===== config.mk =====
export PLATFORM = sky130hd
export DESIGN_NAME = ex_stage_flat
export DESIGN_NICKNAME = d
export VERILOG_FILES = /design/src/rtl/ex_stage_if.sv /design/src/rtl/ex_stage.sv /design/src/flat_wrapper.sv
export SDC_FILE = /design/constraint.sdc
export NUM_CORES = 1
export LEC_CHECK = 0
export ABC_AREA = 1
export CAP_MARGIN = 20
export CORE_UTILIZATION = 30
export DETAILED_ROUTE_END_ITERATION = 10
export MAX_ROUTING_LAYER = met4
export PLACE_DENSITY = 0.53
export SLEW_MARGIN = 20
export SYNTH_ARGS = -nofsm -noshare
export SYNTH_HDL_FRONTEND = slang
export SYNTH_SLANG_ARGS = --single-unit
export TNS_END_PERCENT = 1

===== constraint.sdc =====
create_clock -name clk -period 0.8 [get_ports clk]
set_clock_uncertainty 0.1 [all_clocks]
set_input_delay 0.08 -clock clk [delete_from_list [all_inputs] [get_ports clk]]
set_output_delay 0.08 -clock clk [all_outputs]
set_load 0.05 [all_outputs]

===== src/rtl/ex_stage_if.sv =====
// ex_stage_if: ID/EX inputs and EX/MEM/redirect outputs of the execute stage
interface ex_stage_if #(parameter int XLEN = 32);
  logic            valid_i;
  logic [XLEN-1:0] pc_i;
  logic [1:0]      ctrl_ALUOp_i;
  logic            ctrl_branch_i;
  logic            ctrl_mem_to_regs_i;
  logic            ctrl_mem_read_i;
  logic            ctrl_mem_write_i;
  logic            ctrl_regs_write_i;
  logic            ctrl_alusrc_i;
  logic [XLEN-1:0] imme_i;
  logic [2:0]      funct3_i;
  logic            funct7_5_i;
  logic [XLEN-1:0] regs_rdata1_i;
  logic [XLEN-1:0] regs_rdata2_i;
  logic [4:0]      regs_rd_i;
  logic            stall_i;
  logic            flush_i;
  logic            valid_o;
  logic [XLEN-1:0] alu_result_o;
  logic [XLEN-1:0] store_data_o;
  logic [4:0]      regs_rd_o;
  logic            ctrl_mem_to_regs_o;
  logic            ctrl_mem_read_o;
  logic            ctrl_mem_write_o;
  logic            ctrl_regs_write_o;
  logic            branch_taken_o;
  logic [XLEN-1:0] branch_target_o;
  modport master (
    output valid_i, pc_i, ctrl_ALUOp_i, ctrl_branch_i, ctrl_mem_to_regs_i, ctrl_mem_read_i,
           ctrl_mem_write_i, ctrl_regs_write_i, ctrl_alusrc_i, imme_i, funct3_i, funct7_5_i,
           regs_rdata1_i, regs_rdata2_i, regs_rd_i, stall_i, flush_i,
    input  valid_o, alu_result_o, store_data_o, regs_rd_o, ctrl_mem_to_regs_o, ctrl_mem_read_o,
           ctrl_mem_write_o, ctrl_regs_write_o, branch_taken_o, branch_target_o
  );
  modport slave (
    input  valid_i, pc_i, ctrl_ALUOp_i, ctrl_branch_i, ctrl_mem_to_regs_i, ctrl_mem_read_i,
           ctrl_mem_write_i, ctrl_regs_write_i, ctrl_alusrc_i, imme_i, funct3_i, funct7_5_i,
           regs_rdata1_i, regs_rdata2_i, regs_rd_i, stall_i, flush_i,
    output valid_o, alu_result_o, store_data_o, regs_rd_o, ctrl_mem_to_regs_o, ctrl_mem_read_o,
           ctrl_mem_write_o, ctrl_regs_write_o, branch_taken_o, branch_target_o
  );
endinterface


===== src/rtl/ex_stage.sv =====
// ex_stage: ALU, operand select and branch resolve feeding a stallable/flushable EX/MEM register
module ex_stage #(parameter int XLEN = 32) (
  input logic       clk,
  input logic       rst_n,
  ex_stage_if.slave bus
);
  logic [XLEN-1:0] a, b, alu;
  logic [4:0]      sh;
  logic            cond, adv;
  assign a   = bus.regs_rdata1_i;
  assign b   = bus.ctrl_alusrc_i ? bus.imme_i : bus.regs_rdata2_i;
  assign sh  = b[4:0];
  assign adv = !bus.stall_i && !bus.flush_i;
  always_comb begin
    alu = a + b;
    if (bus.ctrl_ALUOp_i == 2'b01) alu = a - b;
    else if (bus.ctrl_ALUOp_i == 2'b10)
      case (bus.funct3_i)
        3'b000:  alu = (bus.funct7_5_i && !bus.ctrl_alusrc_i) ? a - b : a + b;
        3'b001:  alu = a << sh;
        3'b010:  alu = {{(XLEN-1){1'b0}}, $signed(a) < $signed(b)};
        3'b011:  alu = {{(XLEN-1){1'b0}}, a < b};
        3'b100:  alu = a ^ b;
        3'b101:  alu = bus.funct7_5_i ? $unsigned($signed(a) >>> sh) : a >> sh;
        3'b110:  alu = a | b;
        default: alu = a & b;
      endcase
  end
  // branches always compare rs1 against rs2, never the immediate
  always_comb begin
    case (bus.funct3_i)
      3'b000:  cond = a == bus.regs_rdata2_i;
      3'b001:  cond = a != bus.regs_rdata2_i;
      3'b100:  cond = $signed(a) < $signed(bus.regs_rdata2_i);
      3'b101:  cond = $signed(a) >= $signed(bus.regs_rdata2_i);
      3'b110:  cond = a < bus.regs_rdata2_i;
      3'b111:  cond = a >= bus.regs_rdata2_i;
      default: cond = 1'b0;
    endcase
  end
  always_ff @(posedge clk or negedge rst_n) begin
    if (!rst_n) begin
      bus.valid_o            <= 1'b0;
      bus.alu_result_o       <= '0;
      bus.store_data_o       <= '0;
      bus.regs_rd_o          <= '0;
      bus.ctrl_mem_to_regs_o <= 1'b0;
      bus.ctrl_mem_read_o    <= 1'b0;
      bus.ctrl_mem_write_o   <= 1'b0;
      bus.ctrl_regs_write_o  <= 1'b0;
      bus.branch_taken_o     <= 1'b0;
      bus.branch_target_o    <= '0;
    end else begin
      bus.branch_taken_o <= adv && bus.valid_i && bus.ctrl_branch_i && cond;
      if (adv && bus.valid_i && bus.ctrl_branch_i && cond) bus.branch_target_o <= bus.pc_i + bus.imme_i;
      if (bus.flush_i) begin
        bus.valid_o            <= 1'b0;
        bus.ctrl_mem_to_regs_o <= 1'b0;
        bus.ctrl_mem_read_o    <= 1'b0;
        bus.ctrl_mem_write_o   <= 1'b0;
        bus.ctrl_regs_write_o  <= 1'b0;
      end else if (!bus.stall_i) begin
        bus.valid_o            <= bus.valid_i;
        bus.alu_result_o       <= alu;
        bus.store_data_o       <= bus.regs_rdata2_i;
        bus.regs_rd_o          <= bus.regs_rd_i;
        bus.ctrl_mem_to_regs_o <= bus.valid_i && bus.ctrl_mem_to_regs_i;
        bus.ctrl_mem_read_o    <= bus.valid_i && bus.ctrl_mem_read_i;
        bus.ctrl_mem_write_o   <= bus.valid_i && bus.ctrl_mem_write_i;
        bus.ctrl_regs_write_o  <= bus.valid_i && bus.ctrl_regs_write_i;
      end
    end
  end
endmodule

===== src/flat_wrapper.sv =====
// flat-port wrapper written by rule: the top's interface ports become plain ports
module ex_stage_flat 
#(parameter int XLEN = 32)
  (clk, rst_n, bus_valid_i, bus_pc_i, bus_ctrl_ALUOp_i, bus_ctrl_branch_i, bus_ctrl_mem_to_regs_i, bus_ctrl_mem_read_i, bus_ctrl_mem_write_i, bus_ctrl_regs_write_i, bus_ctrl_alusrc_i, bus_imme_i, bus_funct3_i, bus_funct7_5_i, bus_regs_rdata1_i, bus_regs_rdata2_i, bus_regs_rd_i, bus_stall_i, bus_flush_i, bus_valid_o, bus_alu_result_o, bus_store_data_o, bus_regs_rd_o, bus_ctrl_mem_to_regs_o, bus_ctrl_mem_read_o, bus_ctrl_mem_write_o, bus_ctrl_regs_write_o, bus_branch_taken_o, bus_branch_target_o);
  ex_stage_if #(.XLEN(XLEN)) bus_i ();
  input logic clk;
  input logic rst_n;
  input wire logic [$bits(bus_i.valid_i)-1:0] bus_valid_i;
  input wire logic [$bits(bus_i.pc_i)-1:0] bus_pc_i;
  input wire logic [$bits(bus_i.ctrl_ALUOp_i)-1:0] bus_ctrl_ALUOp_i;
  input wire logic [$bits(bus_i.ctrl_branch_i)-1:0] bus_ctrl_branch_i;
  input wire logic [$bits(bus_i.ctrl_mem_to_regs_i)-1:0] bus_ctrl_mem_to_regs_i;
  input wire logic [$bits(bus_i.ctrl_mem_read_i)-1:0] bus_ctrl_mem_read_i;
  input wire logic [$bits(bus_i.ctrl_mem_write_i)-1:0] bus_ctrl_mem_write_i;
  input wire logic [$bits(bus_i.ctrl_regs_write_i)-1:0] bus_ctrl_regs_write_i;
  input wire logic [$bits(bus_i.ctrl_alusrc_i)-1:0] bus_ctrl_alusrc_i;
  input wire logic [$bits(bus_i.imme_i)-1:0] bus_imme_i;
  input wire logic [$bits(bus_i.funct3_i)-1:0] bus_funct3_i;
  input wire logic [$bits(bus_i.funct7_5_i)-1:0] bus_funct7_5_i;
  input wire logic [$bits(bus_i.regs_rdata1_i)-1:0] bus_regs_rdata1_i;
  input wire logic [$bits(bus_i.regs_rdata2_i)-1:0] bus_regs_rdata2_i;
  input wire logic [$bits(bus_i.regs_rd_i)-1:0] bus_regs_rd_i;
  input wire logic [$bits(bus_i.stall_i)-1:0] bus_stall_i;
  input wire logic [$bits(bus_i.flush_i)-1:0] bus_flush_i;
  output wire logic [$bits(bus_i.valid_o)-1:0] bus_valid_o;
  output wire logic [$bits(bus_i.alu_result_o)-1:0] bus_alu_result_o;
  output wire logic [$bits(bus_i.store_data_o)-1:0] bus_store_data_o;
  output wire logic [$bits(bus_i.regs_rd_o)-1:0] bus_regs_rd_o;
  output wire logic [$bits(bus_i.ctrl_mem_to_regs_o)-1:0] bus_ctrl_mem_to_regs_o;
  output wire logic [$bits(bus_i.ctrl_mem_read_o)-1:0] bus_ctrl_mem_read_o;
  output wire logic [$bits(bus_i.ctrl_mem_write_o)-1:0] bus_ctrl_mem_write_o;
  output wire logic [$bits(bus_i.ctrl_regs_write_o)-1:0] bus_ctrl_regs_write_o;
  output wire logic [$bits(bus_i.branch_taken_o)-1:0] bus_branch_taken_o;
  output wire logic [$bits(bus_i.branch_target_o)-1:0] bus_branch_target_o;
  assign bus_i.valid_i = bus_valid_i;
  assign bus_i.pc_i = bus_pc_i;
  assign bus_i.ctrl_ALUOp_i = bus_ctrl_ALUOp_i;
  assign bus_i.ctrl_branch_i = bus_ctrl_branch_i;
  assign bus_i.ctrl_mem_to_regs_i = bus_ctrl_mem_to_regs_i;
  assign bus_i.ctrl_mem_read_i = bus_ctrl_mem_read_i;
  assign bus_i.ctrl_mem_write_i = bus_ctrl_mem_write_i;
  assign bus_i.ctrl_regs_write_i = bus_ctrl_regs_write_i;
  assign bus_i.ctrl_alusrc_i = bus_ctrl_alusrc_i;
  assign bus_i.imme_i = bus_imme_i;
  assign bus_i.funct3_i = bus_funct3_i;
  assign bus_i.funct7_5_i = bus_funct7_5_i;
  assign bus_i.regs_rdata1_i = bus_regs_rdata1_i;
  assign bus_i.regs_rdata2_i = bus_regs_rdata2_i;
  assign bus_i.regs_rd_i = bus_regs_rd_i;
  assign bus_i.stall_i = bus_stall_i;
  assign bus_i.flush_i = bus_flush_i;
  assign bus_valid_o = bus_i.valid_o;
  assign bus_alu_result_o = bus_i.alu_result_o;
  assign bus_store_data_o = bus_i.store_data_o;
  assign bus_regs_rd_o = bus_i.regs_rd_o;
  assign bus_ctrl_mem_to_regs_o = bus_i.ctrl_mem_to_regs_o;
  assign bus_ctrl_mem_read_o = bus_i.ctrl_mem_read_o;
  assign bus_ctrl_mem_write_o = bus_i.ctrl_mem_write_o;
  assign bus_ctrl_regs_write_o = bus_i.ctrl_regs_write_o;
  assign bus_branch_taken_o = bus_i.branch_taken_o;
  assign bus_branch_target_o = bus_i.branch_target_o;
  ex_stage #(.XLEN(XLEN)) u_core (.clk(clk), .rst_n(rst_n), .bus(bus_i));
endmodule

Word-level counts from Yosys, hierarchy flattened:

Index checks and enable logic that the tools add are counted.

* register bits: 107
* input port bits: 150
* output and inout bits: 107

* add/subtract/negate cells: 3
* $lt $le $gt $ge: 6
* eq/ne operators: 12
* shift-type cells: 3
* mux-type cells: 17
* bitwise operators: 5
* reduce and logical (&&, ||, !) cells: 14

Operator list (count)
* $pmux 32 s7: 1
* $mux 32: 5
* $lt 32x32->1: 4
* $add 32x32->32: 2
* $ge 32x32->1: 2
* $and 32x32->32: 1
* $eq 32x32->1: 1
* $ne 32x32->1: 1
* $or 32x32->32: 1
* $shl 32x5->32: 1
* $shr 32x5->32: 1
* $sshr 32x5->32: 1
* $sub 32x32->32: 1
* $xor 32x32->32: 1
* $eq 3x3->1 const B: 4
* $mux 1: 10
* $logic_and 1x1->1: 9
* $eq 3x2->1 const B: 2
* $pmux 1 s6: 1
* $eq 3x1->1 const B: 1
* $logic_not 1->1: 3
* $logic_not 3->1: 1
* $eq 2x1->1 const B: 1
* $eq 2x2->1 const B: 1
* 3 further kinds: 4

Logic depth before layout (Yosys ltp):

Gate-level depths: netlist of run 1.

* depth after elaboration: 6
* depth in mapped cells: 25
* gate-level depth less buffers: 22

Least setup slack after synthesis of run 1:

No wires, ideal clock.

* path type: input-to-reg
* start: input port bus_ctrl_alusrc_i
* end: register u_core.bus.alu_result_o[24]
* data arrival time: 2.540 ns
* data required time: 0.582 ns
* slack: -1.958 ns
* cell stages on the path: 21
* cell sequence: buf_6 -> inv_4 -> clkbuf_1 -> clkbuf_1 -> or2_2 -> o21ai_0 -> ha_1 -> clkbuf_1 -> nand2_1 -> nor2_1 -> nand2_1 -> nor3_1 -> nand2_1 -> nand4_1 -> nand3_1 -> nand3_1 -> nand2_1 -> nand2_1 -> nand2_1 -> nand2_1 -> nand2_1

* cells in the longest elaborated chain, start to end: 6

Ends and longest elaborated chain
* from (decl): line flat_wrapper.sv:16 `input wire logic [$bits(bus_i.ctrl_alusrc_i)-1:0] bus_ctrl_alusrc_i;`
* $mux 32 or $logic_not 1->1 (tied branches): line ex_stage.sv:11, ex_stage.sv:19
* $add 32x32->32 (tied with other cells): line ex_stage.sv:15, ex_stage.sv:19
* $mux 32, on equally long branches: line ex_stage.sv:19, ex_stage.sv:24
* $pmux 32 s7: line ex_stage.sv:18 `case (bus.funct3_i)`
* $mux 32: line ex_stage.sv:17 `else if (bus.ctrl_ALUOp_i == 2'b10)`
* $mux 32 *: line ex_stage.sv:16 `if (bus.ctrl_ALUOp_i == 2'b01) alu = a - b;`
* to (signal assigned): line ex_stage.sv:64 `bus.alu_result_o <= alu;`
* to (decl): line ex_stage_if.sv:41 `output valid_o, alu_result_o, store_data_o, regs_rd_o, ctrl_mem_to_regs_o, ctrl_mem_read_o,`

Every way passes the cells marked *; elsewhere a longest branch is shown, timed or not.
A chain may end at the register's enable or synchronous reset.

Worst setup path after layout of run 1:

* start: input port bus_ctrl_alusrc_i
* end: register u_core.bus.alu_result_o[29]

Same word-level chain as after synthesis.

==> results of run 1 <==
cells by family (layout without fill, tap and decap cells):
kind of cell               after synthesis  in the layout
xor gates and xnor gates                50             50
AOI/OAI and AO/OA                      423            423
adders and majority gates              172            172
DFF                                    107            107
other                                    0              2
and+or+nand+nor                       1921           1921
buffers and inverters                  540           1612
flip-flops by register name (all words and copies together) (netlist names), 5 cells and up:
name                        flops
u_core.bus.alu_result_o        32
u_core.bus.branch_target_o     32
u_core.bus.store_data_o        32
u_core.bus.regs_rd_o            5
metal layers:
metal	up-vias	global-route usage, %	part of all wire (%)
met4	0	17.90	5.3
met5	-	-	0
met3	224	4.439	7.0
met1	12440	52.95	44
met2	1097	58.95	43
li1	12540	-	-
placed cells by master (no fill, tap or decap), types with 43 or more instances in the layout:
cell type / Yosys / routed
dfrtp_1: 107 / 98
inv_2: 2 / 43
ha_1: 169 / 103
inv_1: 396 / 351
a21oi_1: 187 / 144
o21ai_0: 130 / 68
nand3_2: 2 / 45
o21ai_1: 24 / 52
buf_4: 10 / 792
nand2_1: 1024 / 851
clkdlybuf4s50_1: 0 / 52
nor2_1: 265 / 187
nand3_1: 509 / 457
buf_12: 0 / 150
ha_4: 0 / 51
buf_6: 8 / 82
dlygate4sd2_1: 0 / 60
nand2_2: 2 / 140
power groups by stage:
stage	sequential (mW)	clock, mW	combinational [mW]
floorplan	11.3	0	10.4
global placement	8.04	0	31.1
detailed placement	8.06	0	31.0
CTS	7.97	5.60	33.7
global route	8.08	5.66	37.2
finish	7.97	5.49	35.3
cell type report:
cell class	instances	area (um^2)	area share (%)
antenna	2	5.005	0.01497
clock buffer	10	239.0	0.7150
clock inverter	6	65.06	0.1946
inverter	402	1543	4.615
multi-input combinational	2566	16200	48.48
sequential	107	2689	8.044
tap	773	967.2	2.894
timing repair buffer	1192	11690	34.97
timing repair inverter	2	25.02	0.07486
cell usage after synthesis, types with 10 or more instances:
master / n / share of area (%)
o21bai_1: 12 / 0.50
clkbuf_1: 64 / 1.3
xnor2_1: 10 / 0.49
nand3_1: 509 / 14
inv_1: 396 / 8.2
or2_2: 27 / 0.94
a211oi_1: 19 / 0.79
nor2_1: 265 / 5.5
nand2_1: 1024 / 21
nor3_1: 36 / 1.0
o21ai_0: 130 / 3.6
o21ai_1: 24 / 0.67
dfrtp_1: 107 / 15
a21oi_1: 187 / 5.2
buf_2: 48 / 1.3
buf_4: 10 / 0.42
o211ai_1: 11 / 0.46
nand4_1: 26 / 0.90
xor2_1: 40 / 1.9
ha_1: 169 / 12
critical path, delay by kind of cell:
family | cells | cell delay (ps)
compound gates | 2 | 430
fa+ha+maj | 1 | 200
buf+inv | 6 | 790
simple gates | 15 | 1030
how the worst max path moves through the flow:
stage	start	to	slack [ps]	cells past startpoint
floorplan	bus_ctrl_alusrc_i	u_core.bus.alu_result_o[30]	-1640	22
global placement	bus_imme_i[8]	u_core.bus.alu_result_o[24]	-2640	18
detailed placement	bus_imme_i[13]	u_core.bus.alu_result_o[31]	-2650	20
CTS	bus_ctrl_alusrc_i	u_core.bus.alu_result_o[29]	-1490	20
global route	bus_ctrl_alusrc_i	u_core.bus.alu_result_o[31]	-1660	20
finish	bus_ctrl_alusrc_i	u_core.bus.alu_result_o[29]	-1550	24
timing repair:
action	4_1_cts	5_1_grt
buffers inserted	46	22
gates cloned	11	0
hold endpoints to repair	117	6
resized for setup	710	246
pin swaps	180	148
setup endpoints to repair	212	211
==> metrics.txt, run 1 <==
LEAKAGE=17.21 nW; CP endpoint kind=register; Syn Inst Count=3213; worst r2r src=u_core.bus.alu_result_o[19]; Post-Synth Simple-Gate Area=45.46%; peak supply drop=0.001493 V; initial antenna violation count=9; CP peak stage delay=240 ps; setup ws final=-1550 ps; Congestion Overflow GR=0; worst min path class=in2reg; Die Width=247.3 um; DRT Pass-1 Iters=10; max-cap violation count=0; RSZ-0062 raised after global routing=true; pre-CTS setup slack=-2654 ps; vias=26310; Yosys reg bits=107; worst-path cell chain=buf_16, buf_16, buf_4, o21ai_4, buf_6, inv_1, ha_2, nand2_1, nand2_2, buf_6, nand2_2, nand2_2, nand2_2, nand2_2, a21oi_2, nand2_2, nand2_2, nand3_2, nand3_2, nand2_1, nand2_1, nand2_1, nand2_1, nand2_1; clk root buf=clkbuf_16; post-synthesis adder-cell area fraction=12.05%; Die Y=247.3 um; GRT Util Overall=39.42%; power per standard cell area=1458 mW/mm^2; synthesized area=0.01804 mm^2; Slew @ Worst Pin=523.3 ps; clock buffer count from CTS=9; largest net degree at the start of global routing=65; Die Footprint=0.06114 mm^2; final setup fails=177; status=finished, violations left; setup slack, reg-to-reg=-240 ps; H-tree depth=3; Synth Warn #=0; CTS tree=done; Core ar.=0.05924 mm^2; IO Pins=257; reg2reg path depth=2; Post-synth top flop=dfrtp_1; share of power burned in registers=16.4%; Layout Nets=4602; largest family of logic cells by synthesized area=simple AND/OR/NAND/NOR gates; critical path class=in2reg; Syn-to-layout area delta=85.24%; sw frac=49.15%; FFs w/ async S/R, synth=100.0%; switching power=23.96 mW; sequential-to-total area share from yosys stat=14.84%; Critical Path Fanout Max=7; critical path arrival=2550 ps; fillers=5950; mux cell area share after synthesis=0%; overall power=48.75 mW; Hold Path End=u_core.bus.ctrl_mem_read_o; first-pass GRT wire length=169.3 mm; cell mode on critical path=nand2_2; Clock Path Buffers=2; number of port buffers=256; WHS Path Cells=4; Starting Density=30.46%; Min-Delay Startpoint=bus_flush_i; Syn Area/Cell=5.616 um^2; Unique masters post-synth=52; combinational power share=72.4%; final instance area=0.03343 mm^2; # clock sinks=107; # DRC=18; placed insts=4961; RePlAce Congestion=1.074; drt wl/cell=23.33 um; remaining antenna violation count after routing=0; CP max stage cell=o21ai_4; Compound-Gate Fraction of Synth Area=13.09%; vias per cell=5.199; HPWL Detailed=96.54 mm; sum of negative setup slack=-137590 ps; clk slew on worst S/H paths=90 ps; Worst R2R End=u_core.bus.alu_result_o[19]; clk_lat worst skew=410 ps; tightest hold margin=-96.46 ps; final WL=118.0 mm; Int Pwr=24.79 mW; fin crit period=2350 ps; Final Max Tran Viols=0; violated checks=design-rule violations, negative hold slack, negative setup slack; Clk network pwr share=11.3%; post-route clock period utilization=293.8%; Worst setup SP type=input port; CP Data Required Time=1000 ps; post-synthesis xor/xnor area fraction=2.427%; Finished Layout Cells=5060; cts hold-fix bufs=4; Post-synth EDFFs=0; placed instance area=0.02921 mm^2; Slew HR=65.11%; fraction of layout cells with a size suffix above 1=39.30%; Util after Layout=56.42%; Rows=89; Initial DRC Count=2660; synthesized net count=3535; Peak Freq=425.5 MHz; vias in the first global route=25220; Hold Fails Final Rpt=7
No activity file was read; power rests on OpenSTA's default activity.
==> run 2, diff against run 1 <==
- HOLD_SLACK_MARGIN: not set -> 0.05
- SETUP_SLACK_MARGIN: not set -> 0.15
==> metrics.txt, run 2 (synthesis results as in run 1) <==
status=finished, violations left; violated checks=design-rule violations, negative hold slack, negative setup slack; commonest non-fill, non-tap cell in the layout=nand2_1; placed insts=4961; clk slew on worst S/H paths=110 ps; max-cap violation count=0; # DRC=18; CP Data Required Time=1020 ps; sw frac=49.05%; number of port buffers=256; Clock Path Buffers=2; RePlAce Congestion=1.074; remaining antenna violation count after routing=0; Finished Layout Cells=5067; worst min path class=in2async; # clock sinks=107; initial antenna violation count=8; Hold Fails Final Rpt=121; Die Width=247.3 um; IO Pins=257; power per standard cell area=1456 mW/mm^2; Int Pwr=24.89 mW; clk_lat worst skew=430 ps; first-pass GRT wire length=169.5 mm; placed instance area=0.02921 mm^2; Die Footprint=0.06114 mm^2; Worst setup SP type=input port; vias per cell=5.236; Core ar.=0.05924 mm^2; Critical Path Fanout Max=14; Slew @ Worst Pin=554.9 ps; Initial DRC Count=2480; switching power=23.97 mW; Slew HR=62.62%; Peak Freq=419.3 MHz; vias in the first global route=25260; critical path class=in2reg; peak supply drop=0.001492 V; fillers=5925; largest net degree at the start of global routing=65; Clk network pwr share=11.2%; GRT Util Overall=39.46%; CP endpoint kind=register; worst-path cell chain=buf_16, buf_16, nand2_2, o21ai_4, buf_12, buf_8, buf_16, nand3_1, nand2_2, buf_4, o211ai_1, nand2_1, nand3_1, nor2b_2, buf_4, nand2_1, nand2_1, a21oi_2; CP peak stage delay=290 ps; Regs by FF count=u_core.bus.alu_result_o x32, u_core.bus.branch_target_o x32, u_core.bus.store_data_o x32; HPWL Detailed=96.54 mm; fin crit period=2385 ps; vias=26530; setup ws final=-1585 ps; share of power burned in registers=16.3%; clock buffer count from CTS=9; Starting Density=30.46%; Layout Nets=4609; clk root buf=clkbuf_16; post-route clock period utilization=298.1%; DRT Pass-1 Iters=9; fraction of layout cells with a size suffix above 1=40.07%; CP max stage cell=o211ai_1; cts hold-fix bufs=1; most frequent cells in the layout=nand2_1, buf_4, nand3_1; sequential cell area=0.002689 mm^2; H-tree depth=3; RSZ-0062 raised after global routing=true; CTS tree=done; tightest hold margin=-311.6 ps; multi-input combinational cell area=0.01628 mm^2; critical path arrival=2600 ps; Final Max Tran Viols=0; final WL=118.3 mm; LEAKAGE=17.24 nW; drt wl/cell=23.34 um; final setup fails=176; final instance area=0.03357 mm^2; Rows=89; Congestion Overflow GR=0; Die Y=247.3 um; Syn-to-layout area delta=86.02%; combinational power share=72.5%
==> run 2: cell count changes in the layout (fill, tap and decap cells not counted), moves of 9 or more <==
cell and delta:
dlygate4sd2_1 -27, clkbuf_2 +21, ha_4 +9, buf_4 +14, ha_1 -10
==> run 2: worst max-delay path: cells and delay by family <==
family	cells	cell delay, ps
buf+inv	7	1090
simple gates	8	970
compound gates	3	400
==> run 2: per-layer routing <==
layer / wire (um) / vias up / share of wire, % / global-route usage (%)
met1: 52000 / 12610 / 44 / 53.17
met2: 51690 / 1156 / 44 / 59.44
met4: 5972 / 0 / 5.1 / 17.43
met5: 0 / - / 0 / -
met3: 8591 / 200 / 7.3 / 3.864
li1: - / 12560 / - / -
==> run 2: area by class of cell <==
cell class                 instances  area share (%)
multi-input combinational       2566           48.51
tap                              773           2.881
timing repair buffer            1199           34.98
sequential                       107           8.010
inverter                         402           4.618
clock inverter                     6          0.1938
antenna                            2         0.01491
timing repair inverter             2         0.08200
clock buffer                      10          0.7119
==> run 2: path summary, 6_finish.rpt <==
kind                                                  start                              to  slack, ps  depth (start not counted)
worst max register to register  u_core.bus.alu_result_o[19]     u_core.bus.alu_result_o[19]       -250                          2
worst min-delay path                                  rst_n     u_core.bus.store_data_o[22]       -310                          3
min in group clk                      bus_regs_rdata2_i[24]     u_core.bus.store_data_o[24]       -130                          3
max in group asynchronous                             rst_n  u_core.bus.branch_target_o[25]        550                          4
worst min register to register      u_core.bus.regs_rd_o[0]         u_core.bus.regs_rd_o[0]        440                          2
worst max-delay path                      bus_ctrl_alusrc_i     u_core.bus.alu_result_o[23]      -1580                         18
==> run 2: repair_timing <==
| action | CTS | global route |
|---|---|---|
| pin swaps | 191 | 163 |
| hold endpoints to repair | 125 | 125 |
| buffers inserted | 53 | 22 |
| cloned | 11 | 1 |
| setup endpoints to repair | 214 | 265 |
| resized for setup | 726 | 308 |
==> run 2: per-stage QoR <==
stage / total power, mW / worst slack (ps) / TNS (ps) / utilization [%]
after global routing: 51.03 / -1654 / -143400 / 56.66
after detailed placement: 39.09 / -2654 / -193970 / 49.30
after CTS: 47.33 / -1491 / -135930 / 54.88
after floorplan: 21.69 / -1636 / -107630 / -
final: 48.86 / -1585 / -135820 / 56.66
after global placement: 39.14 / -2639 / -193800 / 49.30
==> run 2: power by group through the flow <==
stage | combinational (mW) | clock (mW) | sequential [mW]
after global placement | 31.1 | 0 | 8.04
after CTS | 33.8 | 5.60 | 7.97
final | 35.4 | 5.49 | 7.97
after detailed placement | 31.0 | 0 | 8.06
after global routing | 37.3 | 5.67 | 8.09
after floorplan | 10.4 | 0 | 11.3
